**config.mk**
```make
export PLATFORM = sky130hd
export DESIGN_NAME = mem_arbiter_flat
export DESIGN_NICKNAME = d
export VERILOG_FILES = /design/src/rtl/mem_arbiter_if.sv /design/src/rtl/mem_arbiter.sv /design/src/flat_wrapper.sv
export SDC_FILE = /design/constraint.sdc
export NUM_CORES = 1
export LEC_CHECK = 0
export CORE_MARGIN = 4
export CORE_UTILIZATION = 40
export CTS_BUF_LIST = sky130_fd_sc_hd__clkbuf_8
export CTS_CLUSTER_SIZE = 12
export DETAILED_ROUTE_END_ITERATION = 16
export GPL_TIMING_DRIVEN = 0
export PLACE_DENSITY = 0.88
export SYNTH_ARGS = -nofsm -noshare
export SYNTH_HDL_FRONTEND = slang
export SYNTH_SLANG_ARGS = --single-unit
```
**constraint.sdc**
```tcl
create_clock -name clk -period 2.2 [get_ports clk]
set_clock_uncertainty 0.1 [all_clocks]
set_input_delay 0.33 -clock clk [delete_from_list [all_inputs] [get_ports clk]]
set_output_delay 0.33 -clock clk [all_outputs]
set_load 0.005 [all_outputs]
```
**src/rtl/mem_arbiter_if.sv**
```systemverilog
// Signal bundle between the I/D cache miss logic, the shared memory port and mem_arbiter.
// slave = the arbiter itself; master = the caches and memory instance around it.
interface mem_arbiter_if;
  logic        i_fill_req;
  logic [15:0] i_fill_addr;
  logic        d_fill_req;
  logic [15:0] d_fill_addr;
  logic        d_wr_req;
  logic [15:0] d_wr_addr;
  logic [15:0] d_wr_data;

  logic [15:0] mem_addr;
  logic        mem_enable;
  logic        mem_wr;
  logic [15:0] mem_data_in;
  logic        mem_data_valid;
  logic [15:0] mem_data_out;

  logic        fill_word_valid;
  logic        fill_dest;
  logic [15:0] fill_word_addr;
  logic [15:0] fill_word_data;
  logic        i_fill_done;
  logic        d_fill_done;
  logic        d_wr_ack;

  modport slave (
    input  i_fill_req, i_fill_addr, d_fill_req, d_fill_addr,
           d_wr_req, d_wr_addr, d_wr_data, mem_data_valid, mem_data_out,
    output mem_addr, mem_enable, mem_wr, mem_data_in,
           fill_word_valid, fill_dest, fill_word_addr, fill_word_data,
           i_fill_done, d_fill_done, d_wr_ack
  );

  modport master (
    output i_fill_req, i_fill_addr, d_fill_req, d_fill_addr,
           d_wr_req, d_wr_addr, d_wr_data, mem_data_valid, mem_data_out,
    input  mem_addr, mem_enable, mem_wr, mem_data_in,
           fill_word_valid, fill_dest, fill_word_addr, fill_word_data,
           i_fill_done, d_fill_done, d_wr_ack
  );
endinterface

```
**src/rtl/mem_arbiter.sv**
```systemverilog
// Fixed-priority sequencer for the shared main-memory port: I fill > D fill > D write-through.
// Fills stream WORDS reads and steer returned words back to the owning cache.
module mem_arbiter #(
  parameter int MEM_LATENCY = 4,
  parameter int WORDS       = 8
) (
  input  logic         clk,
  input  logic         rst,
  mem_arbiter_if.slave bus
);

  localparam logic [1:0] S_IDLE  = 2'd0;
  localparam logic [1:0] S_FILL  = 2'd1;
  localparam logic [1:0] S_WRITE = 2'd2;

  localparam logic [4:0] ISSUE_END = 5'(WORDS);
  localparam logic [3:0] LAST_R    = 4'(WORDS - 1);

  // Completion is driven by returned words, so latency only needs to be sane, not counted.
  if (MEM_LATENCY < 1 || WORDS < 1 || WORDS > 16) begin : g_param_check
    $error("mem_arbiter: MEM_LATENCY must be >= 1 and WORDS in 1..16");
  end

  logic [1:0]  state_q, state_d;
  logic        owner_q, owner_d;
  logic [15:0] addr_q,  addr_d;
  logic [15:0] data_q,  data_d;
  logic [4:0]  k_q,     k_d;
  logic [3:0]  r_q,     r_d;

  logic        in_fill, in_write, issuing, last_word;
  logic [15:0] base;

  assign in_fill   = (state_q == S_FILL);
  assign in_write  = (state_q == S_WRITE);
  assign issuing   = in_fill && (k_q < ISSUE_END);
  assign base      = {addr_q[15:4], 4'h0};
  assign last_word = in_fill && bus.mem_data_valid && (r_q == LAST_R);

  // NOTE: every next-state variable gets its hold value first, so no path leaves one unassigned (no latch).
  always_comb begin
    state_d = state_q;
    owner_d = owner_q;
    addr_d  = addr_q;
    data_d  = data_q;
    k_d     = k_q;
    r_d     = r_q;
    case (state_q)
      S_IDLE: begin
        k_d = '0;
        r_d = '0;
        if (bus.i_fill_req) begin
          state_d = S_FILL;
          owner_d = 1'b0;
          addr_d  = bus.i_fill_addr;
        end else if (bus.d_fill_req) begin
          state_d = S_FILL;
          owner_d = 1'b1;
          addr_d  = bus.d_fill_addr;
        end else if (bus.d_wr_req) begin
          state_d = S_WRITE;
          owner_d = 1'b1;
          addr_d  = bus.d_wr_addr;
          data_d  = bus.d_wr_data;
        end
      end
      S_FILL: begin
        if (issuing) k_d = k_q + 5'd1;
        if (bus.mem_data_valid) r_d = r_q + 4'd1;
        if (last_word) state_d = S_IDLE;
      end
      S_WRITE: state_d = S_IDLE;
      default: state_d = S_IDLE;
    endcase
  end

  // NOTE: state registers use non-blocking assignments so every flop samples pre-edge values.
  always_ff @(posedge clk) begin
    if (rst) begin
      state_q <= S_IDLE;
      owner_q <= 1'b0;
      addr_q  <= '0;
      data_q  <= '0;
      k_q     <= '0;
      r_q     <= '0;
    end else begin
      state_q <= state_d;
      owner_q <= owner_d;
      addr_q  <= addr_d;
      data_q  <= data_d;
      k_q     <= k_d;
      r_q     <= r_d;
    end
  end

  assign bus.mem_enable  = issuing | in_write;
  assign bus.mem_wr      = in_write;
  assign bus.mem_addr    = issuing  ? base + {10'd0, k_q, 1'b0} :
                           in_write ? addr_q : 16'h0000;
  assign bus.mem_data_in = in_write ? data_q : 16'h0000;

  // Returned words are only meaningful while a fill owns the port; anything else is dropped.
  assign bus.fill_word_valid = in_fill & bus.mem_data_valid;
  assign bus.fill_dest       = in_fill & owner_q;
  assign bus.fill_word_addr  = in_fill ? base + {11'd0, r_q, 1'b0} : 16'h0000;
  assign bus.fill_word_data  = bus.fill_word_valid ? bus.mem_data_out : 16'h0000;

  assign bus.i_fill_done = last_word & ~owner_q;
  assign bus.d_fill_done = last_word &  owner_q;
  assign bus.d_wr_ack    = in_write;

endmodule

```
**src/flat_wrapper.sv**
```systemverilog
// flat-port wrapper written by rule: the top's interface ports become plain ports
module mem_arbiter_flat 
#(
  parameter int MEM_LATENCY = 4,
  parameter int WORDS       = 8
)
  (clk, rst, bus_i_fill_req, bus_i_fill_addr, bus_d_fill_req, bus_d_fill_addr, bus_d_wr_req, bus_d_wr_addr, bus_d_wr_data, bus_mem_data_valid, bus_mem_data_out, bus_mem_addr, bus_mem_enable, bus_mem_wr, bus_mem_data_in, bus_fill_word_valid, bus_fill_dest, bus_fill_word_addr, bus_fill_word_data, bus_i_fill_done, bus_d_fill_done, bus_d_wr_ack);
  mem_arbiter_if bus_i ();
  input  logic clk;
  input  logic rst;
  input wire logic [$bits(bus_i.i_fill_req)-1:0] bus_i_fill_req;
  input wire logic [$bits(bus_i.i_fill_addr)-1:0] bus_i_fill_addr;
  input wire logic [$bits(bus_i.d_fill_req)-1:0] bus_d_fill_req;
  input wire logic [$bits(bus_i.d_fill_addr)-1:0] bus_d_fill_addr;
  input wire logic [$bits(bus_i.d_wr_req)-1:0] bus_d_wr_req;
  input wire logic [$bits(bus_i.d_wr_addr)-1:0] bus_d_wr_addr;
  input wire logic [$bits(bus_i.d_wr_data)-1:0] bus_d_wr_data;
  input wire logic [$bits(bus_i.mem_data_valid)-1:0] bus_mem_data_valid;
  input wire logic [$bits(bus_i.mem_data_out)-1:0] bus_mem_data_out;
  output wire logic [$bits(bus_i.mem_addr)-1:0] bus_mem_addr;
  output wire logic [$bits(bus_i.mem_enable)-1:0] bus_mem_enable;
  output wire logic [$bits(bus_i.mem_wr)-1:0] bus_mem_wr;
  output wire logic [$bits(bus_i.mem_data_in)-1:0] bus_mem_data_in;
  output wire logic [$bits(bus_i.fill_word_valid)-1:0] bus_fill_word_valid;
  output wire logic [$bits(bus_i.fill_dest)-1:0] bus_fill_dest;
  output wire logic [$bits(bus_i.fill_word_addr)-1:0] bus_fill_word_addr;
  output wire logic [$bits(bus_i.fill_word_data)-1:0] bus_fill_word_data;
  output wire logic [$bits(bus_i.i_fill_done)-1:0] bus_i_fill_done;
  output wire logic [$bits(bus_i.d_fill_done)-1:0] bus_d_fill_done;
  output wire logic [$bits(bus_i.d_wr_ack)-1:0] bus_d_wr_ack;
  assign bus_i.i_fill_req = bus_i_fill_req;
  assign bus_i.i_fill_addr = bus_i_fill_addr;
  assign bus_i.d_fill_req = bus_d_fill_req;
  assign bus_i.d_fill_addr = bus_d_fill_addr;
  assign bus_i.d_wr_req = bus_d_wr_req;
  assign bus_i.d_wr_addr = bus_d_wr_addr;
  assign bus_i.d_wr_data = bus_d_wr_data;
  assign bus_i.mem_data_valid = bus_mem_data_valid;
  assign bus_i.mem_data_out = bus_mem_data_out;
  assign bus_mem_addr = bus_i.mem_addr;
  assign bus_mem_enable = bus_i.mem_enable;
  assign bus_mem_wr = bus_i.mem_wr;
  assign bus_mem_data_in = bus_i.mem_data_in;
  assign bus_fill_word_valid = bus_i.fill_word_valid;
  assign bus_fill_dest = bus_i.fill_dest;
  assign bus_fill_word_addr = bus_i.fill_word_addr;
  assign bus_fill_word_data = bus_i.fill_word_data;
  assign bus_i_fill_done = bus_i.i_fill_done;
  assign bus_d_fill_done = bus_i.d_fill_done;
  assign bus_d_wr_ack = bus_i.d_wr_ack;
  mem_arbiter #(.MEM_LATENCY(MEM_LATENCY), .WORDS(WORDS)) u_core (.clk(clk), .rst(rst), .bus(bus_i));
endmodule
```
Word-level counts from Yosys, hierarchy flattened
Index checks and enable logic that the tools add are counted.
W data, S select, Z words.
{"block": "totals", "regBits": 44, "latch_bits": 0, "ramBits": 0, "mem_bits_ro": 0, "in_bits": 86, "out_inout_bits": 71, "memories": 0}
{"block": "op_classes", "addsub": 4, "multipliers": 0, "n_div": 0, "n_lt_le_gt_ge": 1, "eq_ne": 7, "shift": 0, "mux": 20, "n_bitwise": 8, "n_reduce_logical": 11}
{"cell": "$mux W16", "n": 8}
{"cell": "$add A16 B5 Y16", "n": 1}
{"cell": "$add A16 B6 Y16", "n": 1}
{"cell": "$pmux W5 S2", "n": 1}
{"cell": "$mux W2", "n": 4}
{"cell": "$pmux W4 S2", "n": 1}
{"cell": "$reduce_and A2 Y1", "n": 4}
{"cell": "$ne A2 B2 Y1 const B", "n": 3}
{"cell": "$add A5 B1 Y5 const B", "n": 1}
{"cell": "$lt A5 B4 Y1 const B", "n": 1}
{"cell": "$mux W5", "n": 1}
{"cell": "$add A4 B1 Y4 const B", "n": 1}
{"cell": "$and A1 B1 Y1", "n": 4}
{"cell": "$eq A4 B3 Y1 const B", "n": 1}
{"cell": "$mux W4", "n": 1}
{"cell": "$ne A4 B4 Y1 const B", "n": 1}
{"cell": "$pmux W2 S2", "n": 1}
{"cell": "$reduce_and A4 Y1", "n": 1}
{"cell": "$logic_and A1 B1 Y1", "n": 3}
{"cell": "$mux W1", "n": 3}
{"cell": "$not A1 Y1", "n": 3}
{"cell": "$reduce_bool A3 Y1", "n": 1}
{"cell": "$eq A2 B1 Y1 const B", "n": 1}
{"cell": "$eq A2 B2 Y1 const B", "n": 1}
{"cell": "other kinds (3)", "n": 3}

Depth between registers and ports, before layout
{"block": "depth", "ltp_word": 5, "mapped_depth": 8, "ltp_nobuf": 7}

Worst setup path before layout
No wires, ideal clock.
{"block": "synth_path", "path_type": "flip-flop to output port", "startpoint": "reg u_core.k_q[3]", "endpoint": "out bus_mem_addr[12]", "t_arrival_ps": 1692, "required_time_ps": 1770, "setup_slack_ps": 78, "path_stages_with_launch": 8, "n_path_buf": 1, "cell_sequence": "dfxtp_1 ha_1 inv_1 fa_1 and3b_1 clkbuf_1 nand3_1 o31ai_1"}
{"block": "synth_via", "elab_chain_len": 3}
{"item": "from (decl)", "line_no": "mem_arbiter.sv:28", "source": "logic [4:0] k_q, k_d;"}
{"item": "from (signal assigned)", "line_no": "mem_arbiter.sv:91", "source": "k_q <= k_d;"}
{"item": "branches (longest 2 deep; another with $add A16 B6 Y16)"}
{"item": "$mux W16 (*)", "line_no": "mem_arbiter.sv:98", "source": "assign bus.mem_addr = issuing ? base + {10'd0, k_q, 1'b0} :"}
{"item": "to (decl)", "line_no": "flat_wrapper.sv:20", "source": "output wire logic [$bits(bus_i.mem_addr)-1:0] bus_mem_addr;"}
Mark *: on every way between the ends.

Final worst setup path
Ends and elaborated chain as after synthesis.

==> impl_summary.md <==
Outcome
The flow ran to the end, but the final reports show violations. The checks that failed: negative setup slack.

Pwr
The analysis attributes to cell leakage a power of 2.66 nW. The internal power of the cells totals 1.57 mW. Per report_power, the combinational group accounts for 29.5% of the total. Net switching is 27.7% of the power. The largest voltage drop on the vdd net is 423 µV. The power density normalized to cell area is 398 nW/µm². The clock power share is 29.9%.

The power share of the sequential group is 40.6%. The net switching power is 0.599 mW.

Logic synthesis
The share of synthesized area in the top cell type comes to 30.0%. The average instance in the mapped netlist occupies 7.07 µm². The dominant register cell in the synthesized netlist is sky130_fd_sc_hd__dfxtp_1. By count the netlist is led by sky130_fd_sc_hd__nand2_1, sky130_fd_sc_hd__dfxtp_1, sky130_fd_sc_hd__a21oi_1. In the post-synthesis netlist, the biggest area contributors are sky130_fd_sc_hd__dfxtp_1, sky130_fd_sc_hd__nand2_1, sky130_fd_sc_hd__a21oi_1. The post-synthesis register bit count is 44. The most common cell in the netlist is sky130_fd_sc_hd__nand2_1. The share of the Yosys chip area taken by registers is 30.0%. After synthesis the cells add up to 2940 µm². The largest total area in the synthesized netlist belongs to sky130_fd_sc_hd__dfxtp_1. Synthesis instantiated 47 different standard cells from the library. Synthesis produced 415 cells. The fraction of registers with async set/reset is 0%. The number of flops mapped to enable cells by yosys is 0. When the netlist entered floorplanning its net count stood at 508. For this run, the number of Yosys warnings is 0.

Worst setup path
The largest fanout of any net on the critical path is 4. The required time at the endpoint of the critical path is 1770 ps. The cell depth of the worst setup path is 9. The largest single stage delay on the critical path is 400 ps. The kind of cell with the highest combined delay along the critical path is adder cells.

Walking the worst path, the cells encountered are ha_4, inv_2, fa_2, and3b_2, buf_6, a31oi_4, o21ai_2, o31ai_2, buf_2. The worst setup path is of the reg2out kind. The number of cells on the worst reg-to-reg path is 7. The slowest library cell on the worst path is sky130_fd_sc_hd__dfxtp_4. The critical path launch point type is a register. The worst path arrival time is 2090 ps. The combined buffer and inverter count along the critical path is 3. STA classifies the critical path endpoint as a primary output.

Timing
Derived from the worst setup path, the maximum achievable clock frequency is 397 MHz. Summed over all failing endpoints, the final setup total negative slack is -2570 ps. The normalized max-slew margin is 65.8%. Setup repair after global routing could not meet its margin everywhere. The transition time at the pin with the least slew margin is 510 ps.

The number of hold-slack violations in the final timing report is 0. The final critical path takes up 114% of the cycle. The final critical-path setup slack is -316 ps. For the finished layout, the period the worst path requires is 2520 ps. The number of setup violations in the final report is 19.

The final count of pins violating max slew is 0.

Final layout
The area growth from synthesis to layout is 85.1%. In the final layout, the share of cells above drive strength 1 is 25.9%. The number of fill cells in the layout is 467.

The final layout contains 714 nets. The final antenna diode count is 0. Measured on the finished design, the core utilization comes to 78.3%.

Clock network
TritonCTS created 5 clock buffers. The clock tree from TritonCTS is built. Clock tree synthesis found a total of 44 sinks.

For this design, the CTS-stage hold fixing added 0 buffers. Clock latency on the worst-skew pair, taken at its later pin, is 290 ps. The maximum clock insertion buffer count is 2. Clock-pin slew was measured on the worst setup and hold paths at 90 ps. The clock root buffer is sky130_fd_sc_hd__clkbuf_8. In this run the number of H-tree levels came out at 2.

Routing
The routed design has 12300 µm of wire. The DRC violations left is 0. Across all layers, the routed design uses 3907 vias.

The pre-antenna-repair detailed-routing pass consisted of 5 iterations. The post-detailed-route count of antenna-violating nets is 0. Using the TritonRoute via totals, the vias-per-cell ratio works out to 5.44.

In the final routed layout, each cell accounts on average for 17.1 µm. In this run, the number of DRC markers left after iteration 0 of detailed routing was 204.

Floorplan
The die outline area is 8770 µm². The core outline area is 6940 µm². For this configuration, the core starts out at a cell density of 42.3%. The vertical extent of the die is 93.7 µm. The floorplan has 30 rows.

The die is 93.7 µm wide. The count of boundary I/O pins is 157.

Place
The number of buffers inserted by port buffering is 153. The congestion estimate from routability-driven global placement came to 0.841. Once detailed placement completed, the half-perimeter wirelength came to 7710 µm.

GRT
The via count of the first global-routing pass is 3583. The global-route usage over all layers is 23.1%. The leftover overflow at the end of global routing is 0. The global-route wire length before repair is 16700 µm. The number of antenna violations at the first check in global routing came to 0.

The pin count of the biggest net entering global routing is 15.

Hold path
In this run the worst hold path is classified as reg2reg. Along the worst hold path, the cell count comes to 2.

Run
Across the run, the number of max-cap violations was 0.
## metal layers
| metal | up-vias | global-route usage, % | wire length (µm) |
|---|---|---|---|
| li1 | 1830 | - | - |
| met1 | 1818 | 28.0 | 4570 |
| met2 | 225 | 41.3 | 6340 |
| met3 | 34 | 4.65 | 1050 |
| met4 | 0 | 6.14 | 347 |
| met5 | - | 0 | 0 |
## path summary, 6_finish.rpt
| kind | startpoint | end | slack, ps |
|---|---|---|---|
| max | u_core.k_q[3]$_SDFFE_PP0P_ | bus_mem_addr[12] | -320 |
| min | u_core.data_q[9]$_SDFFE_PP0P_ | u_core.data_q[9]$_SDFFE_PP0P_ | 350 |
| max reg2reg | u_core.state_q[1]$_SDFFE_PP0P_ | u_core.data_q[7]$_SDFFE_PP0P_ | 120 |
| min reg2reg | u_core.data_q[9]$_SDFFE_PP0P_ | u_core.data_q[9]$_SDFFE_PP0P_ | 350 |
## cell usage in the layout (no fill, tap or decap), drive strengths merged, types with 3 or more instances in the layout
| cell | n |
|---|---|
| dlymetal6s2s | 15 |
| mux2i | 17 |
| nand2 | 91 |
| nor2 | 19 |
| o31ai | 5 |
| dlygate4sd2 | 23 |
| dfxtp | 44 |
| and2 | 25 |
| a22o | 4 |
| buf | 84 |
| and3 | 19 |
| or3 | 4 |
| clkdlybuf4s50 | 83 |
| inv | 9 |
| xnor2 | 4 |
| a21oi | 39 |
| clkbuf | 35 |
| xor2 | 5 |
| clkdlybuf4s15 | 5 |
| ha | 6 |
| nor3 | 8 |
| nand4 | 4 |
| o21ai | 31 |
| nand3 | 8 |
| nand2b | 3 |
| a31oi | 5 |
## per-stage QoR
step | worst slack, ps | total power [mW] | std cells | instance area (µm²) | hold WS, ps
final | -316 | 2.16 | 718 | 5430 | 352
after global routing | -387 | 2.26 | 718 | 5430 | 372
after CTS | -232 | 2.08 | 692 | 5040 | 355
after detailed placement | -627 | 1.40 | 664 | 4590 | 342
after global placement | -630 | 1.39 | 664 | 4590 | 338
after floorplan | 77.7 | 1.11 | 415 | 2940 | 332
## registers in the layout, summed over array words and instances, names as in the netlist
name            count
u_core.data_q      16
u_core.addr_q      16
u_core.owner_q      1
u_core.state_q      2
u_core.k_q          5
u_core.r_q          4
## layout make-up
cell class,instances,area (µm²),share of cell area [%]
clock inverters,2,38.8,0.714
well taps,96,120,2.21
plain buffers,34,259,4.77
flip-flops and latches,44,907,16.7
inverters,9,36.3,0.668
repair buffers,205,1860,34.2
multi-input cells,322,2130,39.3
clock buffers,6,82.6,1.52
## power groups by stage
stage	Sequential (mW)	Clock, mW	Combinational [mW]
detailed placement	0.884	0	0.521
global route	0.882	0.692	0.689
floorplan	0.872	0	0.240
finish	0.878	0.648	0.638
global placement	0.882	0	0.508
CTS	0.873	0.653	0.554
## tightest hold or removal path, cell delays in order (launching register included)
cell                      delay (ps)
sky130_fd_sc_hd__dfxtp_1         310
sky130_fd_sc_hd__nand2_1          50
sky130_fd_sc_hd__a21oi_1          50
## logic make-up after synthesis
group                    Yosys count  synth area share (%)
AND/OR/NAND/NOR                  190                  31.2
AO/OA/AOI/OAI                     98                  19.7
buffers and inverters             49                  7.25
flip-flops                        44                  30.0
multiplexers                      17                  5.80
XOR/XNOR                           9                  2.69
adder cells (fa/ha/maj)            7                  3.24
other                              1                 0.128
## what timing repair did
| item | 4_1_cts | 5_1_grt |
|---|---|---|
| setup buffers | 25 | 26 |
| pin swaps | 11 | 28 |
| cloned | 0 | 2 |
| gates resized for setup | 181 | 81 |
| setup endpoints to repair | 70 | 40 |
No activity file was read; power rests on OpenSTA's default activity.
